## config.mk

```make
export PLATFORM = sky130hd
export DESIGN_NAME = bsg_id_pool_rr_alloc
export DESIGN_NICKNAME = d
export VERILOG_FILES = /design/src/rtl/bsg_id_pool_rr_alloc.sv
export SDC_FILE = /design/constraint.sdc
export NUM_CORES = 1
export LEC_CHECK = 0
export CORE_ASPECT_RATIO = 1.2
export CORE_MARGIN = 2
export CORE_UTILIZATION = 43
export DETAILED_ROUTE_END_ITERATION = 7
export PLACE_DENSITY_LB_ADDON = 0.05
export SLEW_MARGIN = 30
export SYNTH_ARGS = -nofsm -noshare
export SYNTH_HDL_FRONTEND = slang
export SYNTH_SLANG_ARGS = --single-unit
```

## constraint.sdc

```tcl
create_clock -name clk_i -period 8.9 [get_ports clk_i]
set_clock_uncertainty 0.1 [all_clocks]
set_input_delay 2.67 -clock clk_i [delete_from_list [all_inputs] [get_ports clk_i]]
set_output_delay 2.67 -clock clk_i [all_outputs]
set_load 0.05 [all_outputs]
```

## src/rtl/bsg_id_pool_rr_alloc.sv

```systemverilog
// bsg_id_pool_rr_alloc: shared ID pool with per-requester caps, round-robin grant and owner-tracked dealloc
// clk_i/reset_i: clock, async active-high reset
// req_v_i/grant_o/grant_id_o: per-requester requests, one-hot grant and the ID handed out
// dealloc_v_i/dealloc_id_i: ID return; credit goes back to the recorded owner
// outstanding_o: per-requester held counts (requester 0 in LSBs); empty_o/full_o: pool state; err_o: sticky illegal-dealloc flag
module bsg_id_pool_rr_alloc #(
  parameter int els_p = 4,
  parameter int num_req_p = 3,
  parameter int max_outstanding_p = els_p,
  parameter int id_width_lp = (els_p > 1) ? $clog2(els_p) : 1,
  parameter int req_width_lp = (num_req_p > 1) ? $clog2(num_req_p) : 1,
  parameter int cnt_width_lp = $clog2(max_outstanding_p + 1)
) (
  input  logic                              clk_i,
  input  logic                              reset_i,
  input  logic [num_req_p-1:0]              req_v_i,
  output logic [num_req_p-1:0]              grant_o,
  output logic [id_width_lp-1:0]            grant_id_o,
  input  logic                              dealloc_v_i,
  input  logic [id_width_lp-1:0]            dealloc_id_i,
  output logic [num_req_p*cnt_width_lp-1:0] outstanding_o,
  output logic                              empty_o,
  output logic                              full_o,
  output logic                              err_o
);
  localparam logic [cnt_width_lp-1:0] cap_lp = cnt_width_lp'(max_outstanding_p);
  logic [els_p-1:0] r_alloc;
  logic [req_width_lp-1:0] r_owner [els_p];
  logic [cnt_width_lp-1:0] r_cnt [num_req_p];
  logic [req_width_lp-1:0] r_rr;
  logic r_err;
  logic [num_req_p-1:0] w_elig, w_dec;
  logic [id_width_lp-1:0] w_free;
  logic [req_width_lp-1:0] w_win;
  logic w_gv, w_grant, w_dlegal;
  int w_best, w_dist;
  always_comb begin
    w_free = '0;
    for (int i = els_p - 1; i >= 0; i--) w_free = r_alloc[i] ? w_free : id_width_lp'(i);
  end
  // winner is the eligible requester with the smallest circular distance from the pointer
  always_comb begin
    w_elig = '0;
    w_gv = 1'b0;
    w_win = '0;
    w_best = num_req_p;
    w_dist = 0;
    for (int i = 0; i < num_req_p; i++) begin
      w_elig[i] = req_v_i[i] & (r_cnt[i] < cap_lp);
      w_dist = (i >= int'(r_rr)) ? i - int'(r_rr) : i + num_req_p - int'(r_rr);
      if (w_elig[i] && w_dist < w_best) begin
        w_best = w_dist;
        w_win = req_width_lp'(i);
        w_gv = 1'b1;
      end
    end
  end
  assign w_grant = w_gv & ~full_o & ~reset_i;
  assign grant_o = w_grant ? (num_req_p'(1) << w_win) : '0;
  assign grant_id_o = reset_i ? '0 : w_free;
  assign w_dlegal = dealloc_v_i && (int'(dealloc_id_i) < els_p) && r_alloc[dealloc_id_i];
  assign w_dec = w_dlegal ? (num_req_p'(1) << r_owner[dealloc_id_i]) : '0;
  assign full_o = &r_alloc;
  assign empty_o = ~|r_alloc;
  assign err_o = r_err;
  for (genvar g = 0; g < num_req_p; g++) begin : g_out
    assign outstanding_o[g*cnt_width_lp +: cnt_width_lp] = r_cnt[g];
  end
  always_ff @(posedge clk_i or posedge reset_i) begin
    if (reset_i) begin
      r_alloc <= '0;
      r_rr <= '0;
      r_err <= 1'b0;
      for (int i = 0; i < num_req_p; i++) r_cnt[i] <= '0;
      for (int i = 0; i < els_p; i++) r_owner[i] <= '0;
    end else begin
      if (w_grant) begin
        r_alloc[w_free] <= 1'b1;
        r_owner[w_free] <= w_win;
        r_rr <= (int'(w_win) == num_req_p - 1) ? '0 : w_win + 1'b1;
      end
      if (w_dlegal) r_alloc[dealloc_id_i] <= 1'b0;
      if (dealloc_v_i && !w_dlegal) r_err <= 1'b1;
      // a grant and a return on the same requester cancel out
      for (int i = 0; i < num_req_p; i++)
        if (grant_o[i] != w_dec[i]) r_cnt[i] <= grant_o[i] ? r_cnt[i] + 1'b1 : r_cnt[i] - 1'b1;
    end
  end
`ifndef SYNTHESIS
  int w_sum;
  always_comb begin
    w_sum = 0;
    for (int i = 0; i < num_req_p; i++) w_sum += int'(r_cnt[i]);
  end
  always @(posedge clk_i) begin
    if (!reset_i) begin
      for (int i = 0; i < num_req_p; i++) assert (r_cnt[i] <= cap_lp);
      assert (w_sum == $countones(r_alloc));
      assert ($onehot0(grant_o));
    end
  end
`endif
endmodule

```

Word-level counts from Yosys, hierarchy flattened
Cells that the tools add are included.
{"block": "word_totals", "in_bits": 8, "ff_bits": 24, "output_inout_bits": 17, "wordCells": 104}
{"block": "classes", "n_shift": 2, "reduce_logical": 12, "eq_ne": 4, "n_bitwise": 12, "n_addsub": 13, "n_mux": 35, "n_lt_le_gt_ge": 16}
{"cell": "$mux W32", "count": 5}
{"cell": "$lt A32 B32 Y1", "count": 2}
{"cell": "$lt A32 B3 Y1 const B", "count": 1}
{"cell": "$mux W2", "count": 10}
{"cell": "$mux W3", "count": 5}
{"cell": "$add A3 B1 Y3 const B", "count": 3}
{"cell": "$lt A3 B3 Y1 const B", "count": 3}
{"cell": "$sub A3 B1 Y3 const B", "count": 3}
{"cell": "$bwmux W8", "count": 1}
{"cell": "$logic_and A1 B1 Y1", "count": 8}
{"cell": "$mux W4", "count": 2}
{"cell": "$sub A3 B2 Y4 const A", "count": 2}
{"cell": "$mux W1", "count": 7}
{"cell": "$ge A3 B3 Y1 const B", "count": 2}
{"cell": "$lt A2 B3 Y1 const B", "count": 2}
{"cell": "$not A2 Y3", "count": 2}
{"cell": "$shl A1 B2 Y3 const A", "count": 2}
{"cell": "$sub A1 B2 Y3 const A", "count": 2}
{"cell": "$sub A2 B2 Y3 const A", "count": 2}
{"cell": "$and A1 B1 Y1", "count": 5}
{"cell": "$and A4 B4 Y4", "count": 1}
{"cell": "$bmux W2 S2", "count": 1}
{"cell": "$demux W1 S2", "count": 2}
{"cell": "$demux W2 S2", "count": 1}
{"cell": "other kinds (14)", "count": 20}

Depth between registers and ports, before layout
Gate-level depths: netlist (run 1).
{"block": "logic_depth", "depth_word": 16, "depth_mapped": 19, "ltp_nobuf": 18}

Worst setup path before layout (run 1)
OpenSTA, ideal clock, no wires.
{"block": "synth_timing", "kind": "input-to-output", "start": "in req_v_i[0]", "end": "out grant_o[0]", "cell_stages": 13, "setup_slack_ps": 830, "required_time_ps": 6130, "arrival_ps": 5300, "path_buffers": 0, "path_cell_list": "nand2b_1 nor2_1 ha_1 or3b_1 o21ai_1 and2_1 a21oi_1 ha_1 or4_1 o31a_1 o41a_4 o2111ai_4 inv_1"}
{"block": "synth_between", "elab_chain_cells": 12, "word_cells_on_any_way": 17, "classes_between": "2 x order compare; 1 x shift; 8 x mux; 3 x bitwise; 3 x reduce/logical"}
{"element": "from (decl)", "line_no": "16", "rtl": "input logic [num_req_p-1:0] req_v_i,"}
{"element": "$and A1 B1 Y1 *", "line_no": "49", "rtl": "w_elig[i] = req_v_i[i] & (r_cnt[i] < cap_lp);"}
{"element": "$logic_and A1 B1 Y1 *", "line_no": "51", "rtl": "if (w_elig[i] && w_dist < w_best) begin"}
{"element": "$mux W32", "line_no": "51"}
{"element": "$lt A32 B32 Y1", "line_no": "51"}
{"element": "$logic_and A1 B1 Y1", "line_no": "51"}
{"element": "$mux W32", "line_no": "51"}
{"element": "$lt A32 B32 Y1", "line_no": "51"}
{"element": "$logic_and A1 B1 Y1", "line_no": "51"}
{"element": "$mux W1", "line_no": "51"}
{"element": "$and A1 B1 Y1 (2 in a row)", "line_no": "58", "rtl": "assign w_grant = w_gv & ~full_o & ~reset_i;"}
{"element": "$mux W3 *", "line_no": "59", "rtl": "assign grant_o = w_grant ? (num_req_p'(1) << w_win) : '0;"}
{"element": "to (decl)", "line_no": "17", "rtl": "output logic [num_req_p-1:0] grant_o,"}
Every way passes the cells marked *; elsewhere a longest branch is shown, timed or not.

Worst setup path after layout (run 1)
{"block": "layout_timing", "start": "in req_v_i[0]", "end": "out grant_o[1]"}
Same word-level chain as after synthesis.

==> results of run 1 <==
worst max-delay path: stages:
cell and delay [ns]:
clkdlybuf4s50_1 0.41, nand2b_1 0.09, nor2_1 0.06, ha_1 0.17, or3b_1 0.39, o21ai_1 0.26
and2_1 0.22, a21oi_1 0.08, ha_1 0.22, or4_1 0.42, o31a_1 0.27, o41a_4 0.14
o21ba_1 0.28, buf_4 0.22
power breakdown:
part	leakage, µW	total, µW	switching (µW)	internal [µW]
Clock	0.0000288	74.8	35.2	39.5
Sequential	0.000294	203	48.8	155
Combinational	0.000553	421	247	174
Total	0.000876	699	331	368
layer usage:
metal,share of wire (%),up-vias,global-route usage (%)
met5,0,-,0
met4,1.2,0,5.19
met3,4.2,4,3.11
met2,53,32,32.9
met1,41,631,21.4
li1,-,600,-
cell families (layout without fill, tap and decap cells):
kind of cell | count (synthesis) | count (layout) | synth area share, %
xor gates and xnor gates | 6 | 6 | 4.21
buffers and inverters | 12 | 41 | 3.35
muxes | 9 | 9 | 8.57
adders and majority gates | 13 | 13 | 11.5
AOI/OAI and AO/OA | 36 | 36 | 17.8
and+or+nand+nor | 49 | 49 | 17.1
DFF | 24 | 24 | 37.4
cells in the final DEF, fill, tap and decap left out, types with 2 or more instances in the layout:
cell             count
buf_4                5
nor2_1              10
fa_1                 3
o21ai_0              6
nor3b_1              2
mux4_2               3
xnor2_1              2
nand3_1              5
or4_1                2
a21oi_1              6
mux2_2               2
inv_1                9
nand4b_1             3
ha_1                10
mux2_1               2
nand2b_1             2
nand2_1             11
clkdlybuf4s50_1     21
a22o_1               7
dfrtp_1             24
o31ai_1              2
clkbuf_8             4
xor2_1               2
nand3b_1             2
a21o_1               3
final cells by class:
class,instances,area (µm²),share of cell area [%]
repair buffers,27,268,13.7
inverters,10,37.5,1.91
multi-input cells,113,951,48.5
well taps,39,48.8,2.49
flip-flops and latches,24,601,30.6
clock buffers,4,55.1,2.81
state kept, by name, indices dropped and copies added, names as in the netlist:
signal,flops
r_rr,2
r_alloc,4
r_owner,8
err_o,1
outstanding_o,9
metrics by stage:
step           utilization, %  setup WS [ns]
2_1_floorplan               -          0.830
3_3_place_gp             52.9          0.353
3_5_place_dp             52.9          0.239
4_1_cts                  54.4          0.209
5_1_grt                  54.4        0.00789
6_report                 54.4          0.217
path summary, 6_finish.rpt:
check | from | to | slack (ns) | cells past startpoint
max | req_v_i[0] | grant_o[1] | 0.22 | 14
min | err_o | err_o | 0.38 | 1
max reg2reg | r_rr[1] | outstanding_o[8] | 4.35 | 17
min reg2reg | err_o | err_o | 0.38 | 1
max in group asynchronous | reset_i | r_owner[3] | 5.49 | 3
min in group asynchronous | reset_i | r_owner[5] | 2.66 | 2
==> flow_summary.toml, run 1 <==
[outcome]
outcome = "completed"

[timing]
finalCritPeriodShare_pct = 97.6
timing_worst_slew_pin_value_ns = 0.571
rsz0062_at_grt = "no"
period_needed_ns = 8.68
fmax_mhz = 115
setup-tns-final_ns = 0
timing.max_slew.rel_slack_pct = 61.9
slew_violations = 0
whs_ns = 0.378
hold_viol = 0
setup_viol_count_final = 0

[floorplan]
fp-row-count = 24
io-pin-count = 25
die_y_um = 70.9
core_area_um2 = 3600
die_area_um2 = 4240
start_util_pct = 44.5
die_w_um = 59.8

[yosys]
async_flop_share_pct = 100
syn_nets = 170
synth_flop_cell = "dfrtp_1"
synth_top_cell_by_area = "dfrtp_1"
synth_common_cells = "dfrtp_1 (24), nand2_1 (11), ha_1 (10), nor2_1 (10), inv_1 (9)"
synth_cells = 149
synthTopCellsByArea = "dfrtp_1 (37%), ha_1 (7.8%), mux4_2 (4.2%)"
yosysWarnings = 0
avgSynthCellArea_um2 = 10.8
netlist-cell-type-count = 53
synth.cell_area_um2 = 1610
synth_edf_count = 0
synth_top_area_share_pct = 37.4
ys_seq_elements = 24
seq_area_frac_synth_pct = 37.4
yosysMostFrequentCell = "dfrtp_1"

[clock_tree]
ctsHoldBuffers = 0
clock_path_buffers = 2
postCtsSetupRepairBufs = 0
root_buffer = "clkbuf_8"
cts_tree = "yes"
clk_pin_slew_ns = 0.09
insertion_delay_ns = 0.27
cts_resized = 0
numClockSinks = 24
cts.htree.levels = 1
numCtsBuffers = 3

[setup_path]
crit_fanout = 6
critPathKind = "in2out"
cp.arrival_ns = 5.91
cp-end-kind = "output port"
critical_path_required_ns = 6.13
cp-start-kind = "input pin"

[pwr]
irDropWorstVdd_uv = 134
p_leak_uw = 0.000876
total_power_uw = 699
p_per_area_nw_per_um2 = 357

[finish]
final_layout_size_suffix_gt1_share_pct = 14.6
nets = 200
stdcell_area_um2 = 1960
n_antenna_cell = 0
area_growth_pct = 22.1
stdcell_count = 217
num-fill-cells = 323

[grt]
grt_overflow = 0
grt_pass1_vias = 1321
antenna_found_initial = 0
grt_pass1_wl_um = 5920
track_usage_pct = 18.2
grt_max_degree = 16

[hold_path]
hp-class = "reg2reg"

[route]
drtPass1Iterations = 4
drc = 0
vias = 1267
wirelength_um = 3390
viasPerCell = 5.84
ant_nets = 0
drt_iter0_drc = 72
post_drt_wl_per_cell_um = 15.6

[flow_run]
drv_cap = 0

[place]
gp_congestion = 0.800
port_buffers = 24
dp_cells = 213
placed_area_um2 = 1910
dp.final_hpwl_um = 2680
Power figures use the tool's default switching activity.
==> run 2: changes to the inputs <==
==> constraint.sdc (replaced) <==
create_clock -name clk_i -period 11.2 [get_ports clk_i]
set_clock_uncertainty 0.1 [all_clocks]
set_input_delay 3.36 -clock clk_i [delete_from_list [all_inputs] [get_ports clk_i]]
set_output_delay 3.36 -clock clk_i [all_outputs]
set_load 0.05 [all_outputs]
==> run 2 against run 1 <==
  * Routed wire length rose by 0.24%
  * Cell area fell by 0.57%
  * Hold slack barely moved
  * Sequential share of layout area rose by 0.18 points
  * Via count rose by 1.3%
  * Power fell by 19%
  * Combinational power fell by 22%
  * Critical path depth rose by 2
  * Sequential power fell by 20%
  * Non-clock buffer count fell by 3
  * Critical path type unchanged
  * Highest routed layer unchanged
==> flow_summary.toml, run 2 (synthesis gave the netlist of run 1 again) <==
[floorplan]
die_area_um2 = 4240
fp-row-count = 24
core_area_um2 = 3600
start_util_pct = 44.5
die_y_um = 70.9
io-pin-count = 25
die_w_um = 59.8

[pwr]
p_leak_uw = 0.000858
p_per_area_nw_per_um2 = 291
power.switching_uw = 263
intPower_uw = 305
irDropWorstVdd_uv = 116
p_comb_share_pct = 58.1
seq_power_share_pct = 28.4
swShare_pct = 46.3
clkPwrFrac_pct = 13.4

[route]
drtPass1Iterations = 4
viasPerCell = 6.00
wirelength_um = 3400
drc = 0
post_drt_wl_per_cell_um = 15.9
drt_iter0_drc = 62
vias = 1283
ant_nets = 0

[timing]
period_needed_ns = 10.80
rsz0062_at_grt = "no"
setup_viol_count_final = 0
timing_worst_slew_pin_value_ns = 0.542
whs_ns = 0.378
finalCritPeriodShare_pct = 96.4
slew_violations = 0
fmax_mhz = 92.6
timing.max_slew.rel_slack_pct = 63.9
setup-tns-final_ns = 0
hold_viol = 0

[setup_path]
cp-end-kind = "output port"
cp.arrival_ns = 7.34
crit_fanout = 9
critPathKind = "in2out"
critical_path_required_ns = 7.74
cp-start-kind = "input pin"

[clock_tree]
ctsHoldBuffers = 0
numClockSinks = 24
cts_tree = "yes"
postCtsSetupRepairBufs = 0
cts.htree.levels = 1
insertion_delay_ns = 0.27
root_buffer = "clkbuf_8"
cts_resized = 0
clk_pin_slew_ns = 0.09
clock_path_buffers = 2
numCtsBuffers = 3

[place]
dp.final_hpwl_um = 2670
port_buffers = 24
dp_cells = 210
placed_area_um2 = 1880
gp_congestion = 0.800

[finish]
stdcell_area_um2 = 1950
largest_reg_flops = 9
n_antenna_cell = 0
stdcell_count = 214
final_layout_size_suffix_gt1_share_pct = 12.0
nets = 197
post-route-util_pct = 54.1
final_cell_mix = "dfrtp_1 (24), clkdlybuf4s50_1 (24), nand2_1 (11)"
area_growth_pct = 21.4

[flow_run]
drv_cap = 0

[grt]
antenna_found_initial = 0
grt_pass1_vias = 1310
grt_max_degree = 27
grt_overflow = 0
track_usage_pct = 18.2
grt_pass1_wl_um = 5980

[outcome]
outcome = "completed"

[hold_path]
hp-class = "reg2reg"
-- run 2: cell types whose count changed in the layout (fill, tap and decap cells not counted), sizes merged --
cell           before  now
clkdlybuf4s50      21   24
bufinv              0    1
buf                 6    0
clkbuf              4    3
-- run 2: path summary, 6_finish.rpt --
check,start,endpoint,slack [ns],cells past startpoint
setup / recovery,req_v_i[0],grant_o[2],0.40,16
hold / removal,err_o,err_o,0.38,1
setup reg to reg,r_rr[1],outstanding_o[8],6.59,17
hold reg to reg,err_o,err_o,0.38,1
max in group asynchronous,reset_i,r_owner[6],7.24,2
min in group asynchronous,reset_i,r_owner[3],3.40,2
-- run 2: layer usage --
| metal | vias to the layer above | global-route usage [%] | part of all wire [%] | routed length, µm |
|---|---|---|---|---|
| met3 | 11 | 3.66 | 4.2 | 143 |
| li1 | 599 | - | - | - |
| met1 | 626 | 23.7 | 43 | 1450 |
| met4 | 0 | 7.41 | 2.5 | 84 |
| met2 | 47 | 29.3 | 51 | 1720 |
| met5 | - | 0 | 0 | 0 |
-- run 2: layout make-up --
type	instances	area, µm²
flip-flops and latches	24	601
clock buffers	3	41.3
clock inverters	1	30.0
fillers	343	1650
well taps	39	48.8
multi-input cells	113	951
inverters	10	37.5
repair buffers	24	240
-- run 2: per-stage QoR --
step           setup slack [ns]  power (µW)
2_1_floorplan              1.75         402
3_3_place_gp              0.535         483
3_5_place_dp              0.401         495
4_1_cts                   0.391         573
5_1_grt                   0.201         610
6_report                  0.402         568
-- run 2: power by group through the flow --
stage	clock (µW)	combinational, µW	sequential, µW
after global routing	81.2	360	169
after CTS	77.3	333	162
after global placement	0	321	162
after detailed placement	0	332	163
final	76.2	330	162
after floorplan	0	192	210
-- run 2: worst max-delay path: stages --
cell and delay (ns):
clkdlybuf4s50_1 0.42, nand2b_1 0.09, nor2_1 0.06, ha_1 0.17
or3b_1 0.40, o21ai_1 0.24, and2_1 0.21, a21oi_1 0.09
ha_1 0.22, or4_1 0.40, o31a_1 0.26, o41a_4 0.14
nor2_4 0.23, nand2_2 0.12, inv_2 0.12, clkdlybuf4s50_1 0.81
==> run 3: changes to the inputs <==
--- a/config.mk
+++ b/config.mk
@@ -8,6 +8,7 @@
 export CORE_ASPECT_RATIO = 1.2
 export CORE_MARGIN = 2
 export CORE_UTILIZATION = 43
+export CTS_BUF_LIST = sky130_fd_sc_hd__clkbuf_16
 export DETAILED_ROUTE_END_ITERATION = 7
 export PLACE_DENSITY_LB_ADDON = 0.05
 export SLEW_MARGIN = 30
==> run 3 against run 2 <==
  * Clock power increased by 34%
  * Utilization increased by 0.94 points
  * Fmax decreased by 0.13%
  * Worst setup slack got worse by 0.014 ns
  * Critical path depth unchanged
  * Routed wire length increased by 0.68%
  * Sequential share of layout area decreased by 0.52 points
  * Register-to-register slack got worse by 0.02 ns
==> flow_summary.toml, run 3 (synthesis gave the netlist of run 1 again) <==
[outcome]
outcome = "completed"

[setup_path]
r2r_slack_ns = 6.57
critical_path_required_ns = 7.74
slowest_stage = "clkdlybuf4s50_1"
cp-end-kind = "output port"
cp_num_cells = 16
slowest_delay_ns = 0.81
r2r_start = "r_rr[1]"
r2r-end = "outstanding_o[8]"
crit_family = "simple AND/OR/NAND/NOR gates"
path_buf_inv = 3
crit_path_end = "grant_o[2]"
path_cells = "clkdlybuf4s50_1 > nand2b_1 > nor2_1 > ha_1 > or3b_1 > o21ai_1 > and2_1 > a21oi_1 > ha_1 > or4_1 > o31a_1 > o41a_4 > nor2_4 > nand2_2 > inv_2 > clkdlybuf4s50_1"
critPathKind = "in2out"
startpoint = "req_v_i[0]"
cp.arrival_ns = 7.35
cp-start-kind = "input pin"
crit_fanout = 9
r2r_cells = 17

[route]
drt_iter0_drc = 68
viasPerCell = 6.03
drtPass1Iterations = 4
ant_nets = 0
drc = 0
wirelength_um = 3420
vias = 1291
post_drt_wl_per_cell_um = 16.0

[clock_tree]
numCtsBuffers = 3
root_buffer = "clkbuf_16"
postCtsSetupRepairBufs = 0
cts_resized = 0
ctsHoldBuffers = 0
numClockSinks = 24
insertion_delay_ns = 0.26
clk_pin_slew_ns = 0.07
cts.htree.levels = 1
clock_path_buffers = 2
cts_tree = "yes"

[finish]
final_cell_mix = "dfrtp_1 (24), clkdlybuf4s50_1 (24), nand2_1 (11)"
area_growth_pct = 23.5
largest_reg_flops = 9
n_antenna_cell = 0
nets = 197
num-fill-cells = 336
final_layout_size_suffix_gt1_share_pct = 12.0
post-route-util_pct = 55.0

[pwr]
irDropWorstVdd_uv = 137
p_leak_uw = 0.000874
total_power_uw = 595
p_per_area_nw_per_um2 = 300

[timing]
rsz0062_at_grt = "no"
hold_viol = 0
fmax_mhz = 92.5
timing.max_slew.rel_slack_pct = 64.5
period_needed_ns = 10.81
finalCritPeriodShare_pct = 96.5
setup-tns-final_ns = 0
slew_violations = 0
timing_worst_slew_pin_value_ns = 0.532
setup_viol_count_final = 0

[flow_run]
drv_cap = 0

[grt]
track_usage_pct = 18.1
grt_overflow = 0
grt_max_degree = 27
grt_pass1_wl_um = 6010
grt_pass1_vias = 1311
antenna_found_initial = 0

[floorplan]
io-pin-count = 25
core_area_um2 = 3600
fp-row-count = 24
start_util_pct = 44.5
die_w_um = 59.8
die_area_um2 = 4240
die_y_um = 70.9

[hold_path]
worstHoldStart = "err_o"
hp-class = "reg2reg"

[place]
gp_congestion = 0.800
dp.final_hpwl_um = 2670
port_buffers = 24
run 3: final cells by class:
class                   instances  area, µm²  share of cell area (%)
clock buffers                   3       75.1                    3.79
clock inverters                 1       30.0                    1.51
inverters                      10       37.5                    1.89
multi-input cells             113        951                    47.9
flip-flops and latches         24        601                    30.3
well taps                      39       48.8                    2.46
repair buffers                 24        240                    12.1
run 3: routing by layer:
| layer | vias up | global-route usage (%) | share of wire, % |
|---|---|---|---|
| li1 | 601 | - | - |
| met1 | 634 | 24.1 | 43 |
| met2 | 44 | 29.1 | 52 |
| met3 | 12 | 3.47 | 3.8 |
| met4 | 0 | 6.17 | 1.8 |
| met5 | - | 0 | 0 |
run 3: per-stage QoR:
stage	hold slack, ns	instance area (µm²)	worst slack, ns	instances
after detailed placement	0.362	1880	0.401	210
after CTS	0.380	1980	0.379	214
final	0.372	1980	0.388	214
after floorplan	0.361	1610	1.75	149
after global placement	0.363	1880	0.535	210
after global routing	0.387	1980	0.206	214
run 3: worst min path at each step:
stage	endpoint	slack (ns)	depth (start not counted)
3_5_place_dp	err_o	0.36	1
6_report	err_o	0.37	1
3_3_place_gp	err_o	0.36	1
5_1_grt	err_o	0.39	1
2_1_floorplan	r_owner[2]	0.36	1
4_1_cts	err_o	0.38	1
run 3: worst register-to-register path, stage by stage (launching register included):
cell and delay [ns]:
dfrtp_1 0.47, inv_1 0.17, ha_1 0.19, nor2_1 0.07, ha_1 0.17, or3b_1 0.40
o21ai_1 0.24, and2_1 0.22, a21oi_1 0.10, ha_1 0.22, or4_1 0.40, o31a_1 0.26
o41a_4 0.14, nor2_4 0.24, nand2_2 0.12, fa_1 0.48, or4_1 0.51, nand3_1 0.09
run 3: power breakdown:
part / switching [µW] / internal, µW / leakage [µW]
sequential: 39.6 / 123 / 0.000294
clock: 31.3 / 71.1 / 0.0000511
combinational: 195 / 135 / 0.000528
